==> src/rtl/mla_stream_adder.sv <==
// Streaming multi-lane majority-logic adder with a two-stage valid/ready pipeline and frame tracking.
// Optional macro ERRSTAT_EN adds per-frame counting of beats whose result differs from exact addition.
module mla_stream_adder #(
  parameter int WIDTH     = 8,
  parameter int LANES     = 1,
  parameter int FRAME_LEN = 262144,
  parameter int CNT_W     = 18
) (
  input  logic                   clk,
  input  logic                   rst,
  input  logic                   in_valid,
  output logic                   in_ready,
  input  logic [LANES*WIDTH-1:0] in_a,
  input  logic [LANES*WIDTH-1:0] in_b,
  input  logic [LANES-1:0]       in_cin,
  input  logic [WIDTH/2-1:0]     approx_mask,
  output logic                   out_valid,
  input  logic                   out_ready,
  output logic [LANES*WIDTH-1:0] out_sum,
  output logic [LANES-1:0]       out_cout,
  output logic                   out_last,
  output logic                   frame_busy,
  output logic [CNT_W-1:0]       err_count
);

  localparam int PAIRS = WIDTH / 2;
  localparam logic [CNT_W-1:0] LAST_CNT = CNT_W'(FRAME_LEN - 1);

  typedef enum logic [1:0] {IDLE = 2'd0, RUN = 2'd1, DRAIN = 2'd2} state_t;

  function automatic logic maj(input logic x, input logic y, input logic z);
    return (x & y) | (y & z) | (z & x);
  endfunction

  // Ripple of 2-bit cells; each cell is either the MLA approximation or two exact full adders.
  function automatic logic [WIDTH:0] mla_add(input logic [WIDTH-1:0] a, input logic [WIDTH-1:0] b,
                                             input logic cin, input logic [PAIRS-1:0] mask);
    logic c, c_mid, w0, w1, co;
    logic [WIDTH-1:0] s;
    c = cin; c_mid = 1'b0; w0 = 1'b0; w1 = 1'b0; co = 1'b0; s = '0;
    for (int k = 0; k < PAIRS; k++) begin
      if (mask[k]) begin
        w0 = maj(a[2*k], b[2*k+1], c);
        w1 = maj(a[2*k+1], b[2*k], c);
        co = maj(a[2*k+1], b[2*k+1], c);
        s[2*k]   = maj(~c, w0, w1);
        s[2*k+1] = ~co;
      end else begin
        s[2*k]   = a[2*k] ^ b[2*k] ^ c;
        c_mid    = maj(a[2*k], b[2*k], c);
        s[2*k+1] = a[2*k+1] ^ b[2*k+1] ^ c_mid;
        co       = maj(a[2*k+1], b[2*k+1], c_mid);
      end
      c = co;
    end
    return {c, s};
  endfunction

  state_t                 state_q, state_d;
  logic [CNT_W-1:0]       cnt_q, cnt_d;
  logic [PAIRS-1:0]       mask_q, mask_d;
  logic                   rdy_en_q;
  logic                   s1_valid_q, s1_valid_d, s1_last_q, s1_last_d;
  logic [LANES*WIDTH-1:0] s1_a_q, s1_a_d, s1_b_q, s1_b_d;
  logic [LANES-1:0]       s1_cin_q, s1_cin_d;
  logic                   s2_valid_q, s2_valid_d, last_q, last_d;
  logic [LANES*WIDTH-1:0] sum_q, sum_d;
  logic [LANES-1:0]       cout_q, cout_d;
  logic                   s2_en_s, accept_s, tag_s;
  logic [WIDTH:0]         lane_res_s;
  logic [LANES*WIDTH-1:0] res_sum_s;
  logic [LANES-1:0]       res_cout_s;

  assign s2_en_s    = ~s2_valid_q | out_ready;
  assign in_ready   = rdy_en_q & (state_q != DRAIN) & (~s1_valid_q | s2_en_s);
  assign accept_s   = in_valid & in_ready;
  assign out_valid  = s2_valid_q;
  assign out_sum    = sum_q;
  assign out_cout   = cout_q;
  assign out_last   = last_q;
  assign frame_busy = (state_q != IDLE);

`ifdef ERRSTAT_EN
  logic [WIDTH:0]   exact_res_s;
  logic             mismatch_s, start_s;
  logic [CNT_W-1:0] err_q, err_d;
`endif

  // Per-lane adders on the S1 operands, plus the exact reference when error statistics are on.
  always_comb begin
    lane_res_s = '0;
    res_sum_s  = '0;
    res_cout_s = '0;
`ifdef ERRSTAT_EN
    exact_res_s = '0;
    mismatch_s  = 1'b0;
`endif
    for (int i = 0; i < LANES; i++) begin
      lane_res_s = mla_add(s1_a_q[i*WIDTH +: WIDTH], s1_b_q[i*WIDTH +: WIDTH], s1_cin_q[i], mask_q);
      res_sum_s[i*WIDTH +: WIDTH] = lane_res_s[WIDTH-1:0];
      res_cout_s[i] = lane_res_s[WIDTH];
`ifdef ERRSTAT_EN
      exact_res_s = {1'b0, s1_a_q[i*WIDTH +: WIDTH]} + {1'b0, s1_b_q[i*WIDTH +: WIDTH]}
                  + {{WIDTH{1'b0}}, s1_cin_q[i]};
      if (exact_res_s != lane_res_s) mismatch_s = 1'b1;
`endif
    end
  end

  // Frame FSM, beat counter and pipeline next-state.
  always_comb begin
    state_d    = state_q;
    cnt_d      = cnt_q;
    mask_d     = mask_q;
    tag_s      = 1'b0;
    s1_valid_d = s1_valid_q;
    s1_last_d  = s1_last_q;
    s1_a_d     = s1_a_q;
    s1_b_d     = s1_b_q;
    s1_cin_d   = s1_cin_q;
    s2_valid_d = s2_valid_q;
    last_d     = last_q;
    sum_d      = sum_q;
    cout_d     = cout_q;
    case (state_q)
      IDLE: begin
        if (accept_s) begin
          mask_d = approx_mask;
          if (FRAME_LEN == 1) begin
            state_d = DRAIN;
            cnt_d   = '0;
            tag_s   = 1'b1;
          end else begin
            state_d = RUN;
            cnt_d   = CNT_W'(1);
          end
        end
      end
      RUN: begin
        if (accept_s) begin
          if (cnt_q == LAST_CNT) begin
            state_d = DRAIN;
            cnt_d   = '0;
            tag_s   = 1'b1;
          end else begin
            cnt_d = cnt_q + CNT_W'(1);
          end
        end
      end
      DRAIN: begin
        if (s2_valid_q & out_ready & last_q) state_d = IDLE;
        else state_d = DRAIN;
      end
      default: begin
        state_d = IDLE;
        cnt_d   = '0;
      end
    endcase
    if (accept_s) begin
      s1_valid_d = 1'b1;
      s1_last_d  = tag_s;
      s1_a_d     = in_a;
      s1_b_d     = in_b;
      s1_cin_d   = in_cin;
    end else if (s2_en_s) begin
      s1_valid_d = 1'b0;
    end else begin
      s1_valid_d = s1_valid_q;
    end
    // Output data is only replaced by a real beat so a bubble never disturbs a held result.
    if (s2_en_s) begin
      s2_valid_d = s1_valid_q;
      if (s1_valid_q) begin
        sum_d  = res_sum_s;
        cout_d = res_cout_s;
        last_d = s1_last_q;
      end else begin
        last_d = 1'b0;
      end
    end else begin
      s2_valid_d = s2_valid_q;
    end
  end

  // State and pipeline registers.
  always_ff @(posedge clk or negedge rst) begin
    if (!rst) begin
      state_q    <= IDLE;
      cnt_q      <= '0;
      mask_q     <= '0;
      rdy_en_q   <= 1'b0;
      s1_valid_q <= 1'b0;
      s1_last_q  <= 1'b0;
      s1_a_q     <= '0;
      s1_b_q     <= '0;
      s1_cin_q   <= '0;
      s2_valid_q <= 1'b0;
      last_q     <= 1'b0;
      sum_q      <= '0;
      cout_q     <= '0;
    end else begin
      state_q    <= state_d;
      cnt_q      <= cnt_d;
      mask_q     <= mask_d;
      rdy_en_q   <= 1'b1;
      s1_valid_q <= s1_valid_d;
      s1_last_q  <= s1_last_d;
      s1_a_q     <= s1_a_d;
      s1_b_q     <= s1_b_d;
      s1_cin_q   <= s1_cin_d;
      s2_valid_q <= s2_valid_d;
      last_q     <= last_d;
      sum_q      <= sum_d;
      cout_q     <= cout_d;
    end
  end

`ifdef ERRSTAT_EN
  assign start_s = accept_s & (state_q == IDLE);

  // Saturating count of approximate results entering S2, restarted with each frame.
  always_comb begin
    err_d = err_q;
    if (start_s) begin
      err_d = '0;
    end else if (s2_en_s && s1_valid_q && mismatch_s && (err_q != {CNT_W{1'b1}})) begin
      err_d = err_q + CNT_W'(1);
    end else begin
      err_d = err_q;
    end
  end

  // Error counter register.
  always_ff @(posedge clk or negedge rst) begin
    if (!rst) err_q <= '0;
    else err_q <= err_d;
  end

  assign err_count = err_q;
`else
  assign err_count = {CNT_W{1'b0}};
`endif

endmodule
==> config.mk <==
export PLATFORM = sky130hd
export DESIGN_NAME = mla_stream_adder
export DESIGN_NICKNAME = d
export VERILOG_FILES = /design/src/rtl/mla_stream_adder.sv
export SDC_FILE = /design/constraint.sdc
export NUM_CORES = 1
export LEC_CHECK = 0
export ABC_AREA = 1
export CAP_MARGIN = 10
export CORE_ASPECT_RATIO = 0.75
export CORE_UTILIZATION = 45
export CTS_BUF_LIST = sky130_fd_sc_hd__clkbuf_16
export DETAILED_ROUTE_END_ITERATION = 10
export HOLD_SLACK_MARGIN = 0.06
export MAX_ROUTING_LAYER = met4
export PLACE_DENSITY = 0.71
export SLEW_MARGIN = 10
export SYNTH_ARGS = -nofsm -noshare
export SYNTH_HDL_FRONTEND = slang
export SYNTH_SLANG_ARGS = --single-unit
==> constraint.sdc <==
create_clock -name clk -period 4.95 [get_ports clk]
set_input_delay 0.99 -clock clk [delete_from_list [all_inputs] [get_ports clk]]
set_output_delay 0.99 -clock clk [all_outputs]
set_load 0.02 [all_outputs]
Yosys cells after proc, flatten, opt, wreduce, memory -nomap -nowiden:

Cells that the tools add are included.

* bits of input ports: 25
* register bits: 55
* logic and storage cells: 184
* output and inout port bits: 31

* add/subtract/negate cells: 1
* muxes and demuxes: 22
* eq/ne operators: 7
* reductions and logical operators: 7
* bitwise gates (word level): 134

Operator list (number)
* $and A1 B1 Y1: 57
* $mux W18: 3
* $pmux W18 S3: 1
* $or A1 B1 Y1: 50
* $add A18 B1 Y18 const B: 1
* $eq A18 B18 Y1 const B: 1
* $mux W2: 8
* $xor A1 B1 Y1: 16
* $not A1 Y1: 11
* $mux W1: 9
* $ne A2 B2 Y1 const B: 4
* $pmux W2 S3: 1
* $reduce_and A3 Y1: 2
* $reduce_and A2 Y1: 2
* $reduce_bool A2 Y1: 2
* $eq A2 B1 Y1 const B: 1
* $eq A2 B2 Y1 const B: 1
* $logic_not A2 Y1: 1

Depth between registers and ports, before layout:

Gate-level depths: netlist of run 1.

* word-level depth: 28
* gate-level depth with buffers: 23
* depth with buffers taken out: 23

Least setup slack after synthesis of run 1:

OpenSTA, ideal clock, no wires.

* path type: register to register
* start: register s1_cin_q
* end: register sum_q[7] (netlist: out_sum[7])
* setup slack: 0.062 ns
* library setup time: 0.066 ns
* stages on the path, launching flop included: 24
* required time: 4.884 ns
* path buffers: 0
* data arrival time: 4.823 ns
* period minus slack after synthesis: 4.888 ns
* cells stage by stage: dfrtp_1 inv_1 fa_1 inv_1 fa_1 or2_2 nand2_1 inv_1 fa_1 fa_1 or2_2 nand2_1 inv_1 fa_1 fa_1 or2_2 nand2_1 inv_1 fa_1 inv_1 fa_1 a21oi_1 nand2_1 nand2_1

* longest elaborated chain between the ends: 26
* elaborated cells on any way between the ends: 50
* classes of those cells: mux: 4; bitwise: 46

RTL lines
* start, declared: line 65 `logic [LANES-1:0] s1_cin_q, s1_cin_d;`
* start signal, assigned: line 210 `s1_cin_q <= s1_cin_d;`
* $and A1 B1 Y1: line 32 `return (x & y) | (y & z) | (z & x);`
* $or A1 B1 Y1 (2 in series): line 32
* $and A1 B1 Y1: line 32
* $or A1 B1 Y1 (2 in series): line 32
* $mux W1 (*): line 42 `if (mask[k]) begin`
* $and A1 B1 Y1: line 32
* $or A1 B1 Y1 (2 in series): line 32
* $and A1 B1 Y1: line 32
* [4 not listed]
* $or A1 B1 Y1 (2 in series): line 32
* $and A1 B1 Y1: line 32
* $or A1 B1 Y1 (2 in series): line 32
* $mux W1 (*): line 42
* $and A1 B1 Y1: line 32
* $or A1 B1 Y1 (2 in series): line 32
* $xor A1 B1 Y1 or $not A1 Y1 (tied branches): line 51, 47
* $mux W2 (*): line 42
* end signal, assigned: line 213 `sum_q <= sum_d;`
* end, declared: line 67 `logic [LANES*WIDTH-1:0] sum_q, sum_d;`

Mark *: on every way between the ends. The rest lies on a longest branch, timed or not.
A chain may end at the register's enable or synchronous reset.

Final worst setup path of run 1:

* start: register s1_a_q[0]
* end: register sum_q[7] (netlist: out_sum[7])

* longest elaborated chain between the ends: 26
* elaborated cells on any way between the ends: 46
* classes of those cells: mux: 4; bitwise: 42

RTL lines
* start, declared: line 64 `logic [LANES*WIDTH-1:0] s1_a_q, s1_a_d, s1_b_q, s1_b_d;`
* start signal, assigned: line 194 `s1_a_q <= '0;`
* start signal, assigned: line 208 `s1_a_q <= s1_a_d;`
* $and A1 B1 Y1: line 32
* $or A1 B1 Y1: line 32
* $or A1 B1 Y1 (*): line 32
* $and A1 B1 Y1: line 32
* $or A1 B1 Y1: line 32
* $or A1 B1 Y1 (*): line 32
* $mux W1 (*): line 42
* $and A1 B1 Y1: line 32
* [7 not listed]
* $or A1 B1 Y1 (2 in series): line 32
* $and A1 B1 Y1: line 32
* $or A1 B1 Y1 (2 in series): line 32
* $mux W1 (*): line 42
* $and A1 B1 Y1: line 32
* $or A1 B1 Y1 (2 in series): line 32
* $xor A1 B1 Y1 or $not A1 Y1 (tied branches): line 51, 47
* $mux W2 (*): line 42

Marked as above.

==> results of run 1 <==
==> tightest hold or removal path: cells and delay by family (launching register included) <==
kind | cells | cell delay, ns
flops | 1 | 0.34
buf+inv | 1 | 0.06
simple gates | 1 | 0.06
==> state kept, by name, indices dropped and copies added, names as in the netlist, 2 cells and up <==
register and cells:
mask_q 4, out_sum 8, cnt_q 18, s1_b_q 8
s1_a_q 8, state_q 2
==> layout by cell type (no fill, tap or decap), types with 2 or more instances in the layout <==
cell / n
o311ai_0: 2
clkdlybuf4s50_1: 36
dfrtp_1: 55
clkbuf_16: 5
nand3_1: 23
nor3_1: 12
o21ai_0: 15
nor2_1: 32
xor2_1: 4
nor2_2: 4
conb_1: 19
or2_2: 2
o21bai_1: 2
and3_1: 2
nand2_1: 88
fa_2: 6
nand2_2: 6
inv_2: 8
or2_4: 3
a21oi_1: 29
fa_1: 2
ha_1: 5
buf_4: 9
nor3_2: 3
nand4_1: 4
inv_1: 37
==> layout make-up <==
| type | count | area [um2] | share of cell area, % |
|---|---|---|---|
| Multi-Input combinational cell | 276 | 1530 | 40.9 |
| Inverter | 45 | 170 | 4.54 |
| Tap cell | 84 | 105 | 2.81 |
| Sequential cell | 55 | 1380 | 36.7 |
| Timing Repair Buffer | 46 | 433 | 11.6 |
| Clock buffer | 5 | 125 | 3.34 |
| Clock inverter | 1 | 3.75 | 0.100 |
==> worst min-delay path by stage <==
stage / to / slack (ns) / cells past startpoint / startpoint
2_1_floorplan: out_valid / 0.46 / 2 / s1_valid_q
6_report: out_valid / 0.49 / 2 / s1_valid_q
3_5_place_dp: out_valid / 0.48 / 2 / s1_valid_q
5_1_grt: out_sum[7] / 0.52 / 2 / out_sum[7]
3_3_place_gp: out_sum[7] / 0.47 / 2 / out_sum[7]
4_1_cts: out_valid / 0.49 / 2 / s1_valid_q
==> power by group through the flow <==
stage	registers [mW]	clock network [mW]	logic, mW
6_report	0.598	0.328	0.377
5_1_grt	0.607	0.349	0.424
4_1_cts	0.597	0.335	0.370
3_5_place_dp	0.603	0	0.362
3_3_place_gp	0.598	0	0.349
2_1_floorplan	0.619	0	0.197
==> layer usage <==
metal	track usage (%)	up-vias	part of all wire, %
li1	-	1284	-
met1	29.1	1210	49
met2	30.8	83	46
met3	2.91	6	4.5
met4	3.48	0	0.75
met5	-	-	0
==> through the flow <==
stage	setup WS [ns]	util (%)	TNS, ns	hold slack [ns]	cells
after global routing	0.0363	55.1	0	0.521	512
final	0.197	55.1	0	0.488	512
after floorplan	0.0617	-	0	0.457	401
after global placement	-0.0143	52.7	-0.0143	0.469	506
after detailed placement	-0.159	52.7	-0.159	0.475	506
after CTS	0.000659	54.8	0	0.490	512
==> repair_timing <==
action,in CTS,in global routing
hold endpoints to repair,0,0
resized for setup,8,11
setup endpoints to repair,1,1
buffers inserted,0,0
pin swaps,0,4
==> cell families after synthesis <==
| group | Yosys count |
|---|---|
| flops | 55 |
| compound gates | 52 |
| other cells | 2 |
| xor+xnor | 5 |
| simple gates | 187 |
| buf+inv | 70 |
| fa+ha+maj | 13 |
==> impl_metrics.tcl, run 1 <==
set metrics [dict create \
    ant_nets 0 \
    peakVddDrop_v 0.000150 \
    path_depth 23 \
    hpwl_mm 4.85 \
    drv_slew 0 \
    dieArea_mm2 0.00734 \
    io_buffers 37 \
    status "finished, final reports clean" \
    p_sw_mw 0.435 \
    required_ns 5.17 \
    hold_class "flop to flop" \
    crit_chain "inv_2 > fa_2 > inv_1 > fa_2 > or2_4 > nand2_2 > inv_1 > fa_2 > fa_1 > or2_4 > nand2_2 > inv_2 > fa_2 > fa_2 > or2_4 > nand2_2 > inv_2 > fa_2 > inv_2 > fa_1 > a21oi_2 > nand2_1 > nand2_1" \
    post-route-drc-count 0 \
    synthXorXnorAreaFrac_pct 1.39 \
    rr_endpoint "out_sum[7]" \
    ys_types 37 \
    synthMuxAreaShare_pct 0 \
    crit_family "adder cells" \
    max_freq_mhz 210 \
    yosysTopAreaCell "dfrtp_1" \
    synthFlopType "dfrtp_1" \
    synth_compound_area_share_pct 8.86 \
    ys_seq_elements 55 \
    worst_pin_slew_ns 0.695 \
    yosysWarningCount 0 \
    arrival_ns 4.98 \
    critical_path.endpoint "out_sum[7]" \
    die_height_um 74.5 \
    slew_headroom_pct 53.6 \
    dr.pass1.iters 4 \
    synth_area_per_cell_um2 8.20 \
    final_layout_size_suffix_gt1_share_pct 12.9 \
    reg2reg_from "s1_a_q[0]" \
    drt_iter0_drc 126 \
    rr_worst_depth 23 \
    worstSkewPairLatency_ns 0.29 \
    critPathLaunchType "flop" \
    syn_inst 384 \
    numClockSinks 55 \
    clockRootBuffer "clkbuf_16" \
    clk_pin_slew_ns 0.07 \
    powerDensity_mw_per_mm2 348 \
    cp-startpoint "s1_a_q[0]" \
    setup_viol 0 \
    syn_area_mm2 0.00315 \
    cp_slowest_cell "dfrtp_1" \
    grt_first_pass_wirelength_mm 11.3 \
    reg2reg_setup_slack_ns 0.20 \
    slowest_delay_ns 0.39 \
    p_int_mw 0.869 \
    seq_power_share_pct 45.9 \
    post_dp_cell_area_mm2 0.00358 \
    antenna_found_initial 0 \
    globalRoute.totalOverflow 0 \
    cp-end-kind "flop" \
    fin_skew_ns 0.00245 \
    die_x_um 98.6 \
    synthAdderAreaFrac_pct 7.07 \
    cts_buffer_depth 2 \
    grt_max_degree 56 \
    layout.nets 467 \
    grt_pass1_vias 2348 \
    synth_top_family_by_area "simple AND/OR/NAND/NOR gates" \
    combPwrFrac_pct 29.0 \
    period_share_pct 96.0 \
    place_congestion 0.908 \
    areaGrowthSynthToFinish_pct 18.9 \
    max-cap-violations 0 \
    via_count 2583 \
    cp_common_cell "fa_2" \
    synth_edf_count 0 \
    final_area_mm2 0.00375 \
    routed_wl_mm 6.82 \
    min_period_ns 4.75 \
    cts_tree "built" \
    hold_buffers 0 \
    coreArea_mm2 0.00680 \
    synthArstFlopShare_pct 100 \
    pwr-share-clk_pct 25.2 \
    worst-path-buf-inv 6 \
    wl_per_cell_um 13.3 \
    nFillCells 610 \
    viasPerCell 5.04 \
    synth.most_common_cell "nand2_1" \
    synth_top_area_share_pct 43.7 \
    synthTopCellsByArea "dfrtp_1 (44%), nand2_1 (11%), fa_1 (5.1%)" \
    worstPathMaxFanout 2 \
    critPathKind "flop to flop" \
    yosys.area_share.simple_pct 27.7 \
    total_power_mw 1.30 \
    hold_viol_final 0 \
    cts_buffers 5 \
    grt.total_usage_pct 20.1 \
    boundaryPins 56 \
    ys_seq_area_share_pct 43.7 \
    antennaDiodeCount 0 \
    p_sw_share_pct 33.3 \
    htreeDepth 2 \
    initial_core_util_pct 46.3 \
    leakagePower_nw 1.82 \
    synth_common_cells "nand2_1 (91), dfrtp_1 (55), inv_1 (42)" \
    row_count 26 \
    rsz0062_at_grt "no" \
]
No activity file was read; power rests on OpenSTA's default activity.
==> run 2: changes to the inputs <==
DONT_BUFFER_PORTS = 1   (was not set)
PLACE_DENSITY = 0.6   (was 0.71)
==> impl_metrics.tcl, run 2 (synthesized netlist as in run 1, its figures left out) <==
set metrics [dict create \
    status "finished, final reports clean" \
    coreArea_mm2 0.00680 \
    grt_pass1_vias 2105 \
    hold_class "primary input to asynchronous set/reset pin" \
    slew_headroom_pct 57.4 \
    clockRootBuffer "clkbuf_16" \
    die_height_um 74.5 \
    worstPathMaxFanout 2 \
    grt.total_usage_pct 19.9 \
    peakVddDrop_v 0.000176 \
    critPathLaunchType "flop" \
    worst-path-buf-inv 6 \
    io_buffers 0 \
    place_congestion 0.812 \
    dp_cells 469 \
    via_count 2413 \
    layout.nets 430 \
    critical_path.endpoint "out_sum[7]" \
    layout.cells.non_filler 477 \
    path_depth 23 \
    cp-end-kind "flop" \
    max-cap-violations 0 \
    required_ns 5.18 \
    final_layout_size_suffix_gt1_share_pct 12.5 \
    numClockSinks 55 \
    slowest_delay_ns 0.42 \
    grt_first_pass_wirelength_mm 10.7 \
    nFillCells 657 \
    total_power_mw 1.28 \
    routed_wl_mm 6.41 \
    crit_chain "inv_1 > fa_1 > inv_1 > fa_1 > or2_4 > nand2_2 > inv_1 > fa_2 > fa_1 > or2_4 > nand2_1 > inv_1 > fa_2 > fa_1 > or2_4 > nand2_2 > inv_1 > fa_2 > inv_2 > fa_1 > a21oi_2 > nand2_1 > nand2_1" \
    drt_iter0_drc 116 \
    worst_pin_slew_ns 0.634 \
    leakagePower_nw 1.70 \
    dr.pass1.iters 4 \
    ant_nets 0 \
    boundaryPins 56 \
    rr_endpoint "out_sum[7]" \
    cts_tree "built" \
    cp-startpoint "s1_cin_q" \
    crit_family "adder cells" \
    areaGrowthSynthToFinish_pct 8.10 \
    final_cell_mix "nand2_1 (89), dfrtp_1 (55), inv_1 (39), nor2_1 (32), a21oi_1 (29)" \
    cts_buffers 5 \
    rsz0062_at_grt "no" \
    hold_buffers 0 \
    regMostFlops "cnt_q" \
    viasPerCell 5.06 \
    post-cts-setup-buffers 0 \
    max_freq_mhz 212 \
    grt_max_degree 56 \
    globalRoute.totalOverflow 0 \
    hpwl_mm 4.63 \
    cts_buffer_depth 2 \
    rr_worst_depth 23 \
    antenna_found_initial 0 \
    min_period_ns 4.71 \
    die_x_um 98.6 \
    dieArea_mm2 0.00734 \
    clk_pin_slew_ns 0.07 \
    fin_skew_ns 0.00334 \
    arrival_ns 4.94 \
    post-route-drc-count 0 \
    setup_viol 0 \
    largest_register_ffs 18 \
    critPathKind "flop to flop" \
    period_share_pct 95.1 \
    drv_slew 0 \
    powerDensity_mw_per_mm2 374 \
    htreeDepth 2 \
    initial_core_util_pct 46.3 \
    reg2reg_from "s1_cin_q" \
    cp_slowest_cell "fa_1" \
    row_count 26 \
    wl_per_cell_um 13.4 \
    final_common_cell "nand2_1" \
    worstSkewPairLatency_ns 0.29 \
    antennaDiodeCount 0 \
    reg2reg_setup_slack_ns 0.24 \
    hold_viol_final 0 \
]
## run 2: changes by cell type in the layout (fill, tap and decap cells not counted), sizes merged
cell / change
bufinv: +1
inv: -1
clkinv: +2
clkdlybuf4s50: -36
buf: -1
## run 2: timing repair
action	in CTS	in global routing
setup endpoints to repair	1	2
gates resized for setup	5	7
pin swaps	1	2
## run 2: stage by stage
| step | TNS [ns] | hold WS, ns | setup WS (ns) | util, % | cell area [um2] |
|---|---|---|---|---|---|
| finish | 0 | 0.387 | 0.242 | 50.1 | 3410 |
| detailed placement | -0.0968 | 0.490 | -0.0968 | 47.3 | 3220 |
| global route | 0 | 0.370 | 0.0250 | 50.1 | 3410 |
| CTS | 0 | 0.379 | 0.00254 | 49.9 | 3390 |
| global placement | -0.0328 | 0.475 | -0.0328 | 47.3 | 3220 |
| floorplan | 0 | 0.457 | 0.0617 | - | 3210 |
## run 2: power breakdown
group	leakage [nW]	internal, mW	switching (mW)
registers	0.669	0.519	0.109
clock network	0.0812	0.236	0.161
logic	0.949	0.103	0.145
total	1.70	0.859	0.416
## run 2: worst reg2reg max path, stage by stage, from the launching register on
cell     delay, ns
dfrtp_1       0.38
inv_1         0.08
fa_1          0.16
inv_1         0.05
fa_1          0.35
or2_4         0.26
nand2_2       0.07
inv_1         0.06
fa_2          0.33
fa_1          0.36
or2_4         0.25
nand2_1       0.08
inv_1         0.06
fa_2          0.33
fa_1          0.36
or2_4         0.27
nand2_2       0.08
inv_1         0.05
fa_2          0.33
inv_2         0.06
fa_1          0.42
a21oi_2       0.13
nand2_1       0.06
nand2_1       0.05
## run 2: layer usage
metal,GRT usage (%),vias to the layer above,wire [um]
met1,30.6,1127,3510
met3,4.61,5,316
met4,5.47,0,55
li1,-,1210,-
met2,25.4,71,2530
met5,-,-,0
## run 2: worst min-delay path by stage
stage / to / slack (ns) / depth (start not counted)
2_1_floorplan: out_valid / 0.46 / 2
3_3_place_gp: out_valid / 0.48 / 2
3_5_place_dp: out_valid / 0.49 / 2
4_1_cts: s1_b_q[7] / 0.38 / 0
5_1_grt: cnt_q[7] / 0.37 / 0
6_report: s1_b_q[0] / 0.39 / 0
## run 2: final cells by class
| class | count | area, um2 | area share [%] |
|---|---|---|---|
| sequential | 55 | 1380 | 40.4 |
| multi-input combinational | 276 | 1520 | 44.7 |
| timing repair buffer | 9 | 67.6 | 1.98 |
| clock inverter | 3 | 38.8 | 1.14 |
| tap | 84 | 105 | 3.09 |
| clock buffer | 5 | 125 | 3.67 |
| inverter | 45 | 170 | 5.00 |
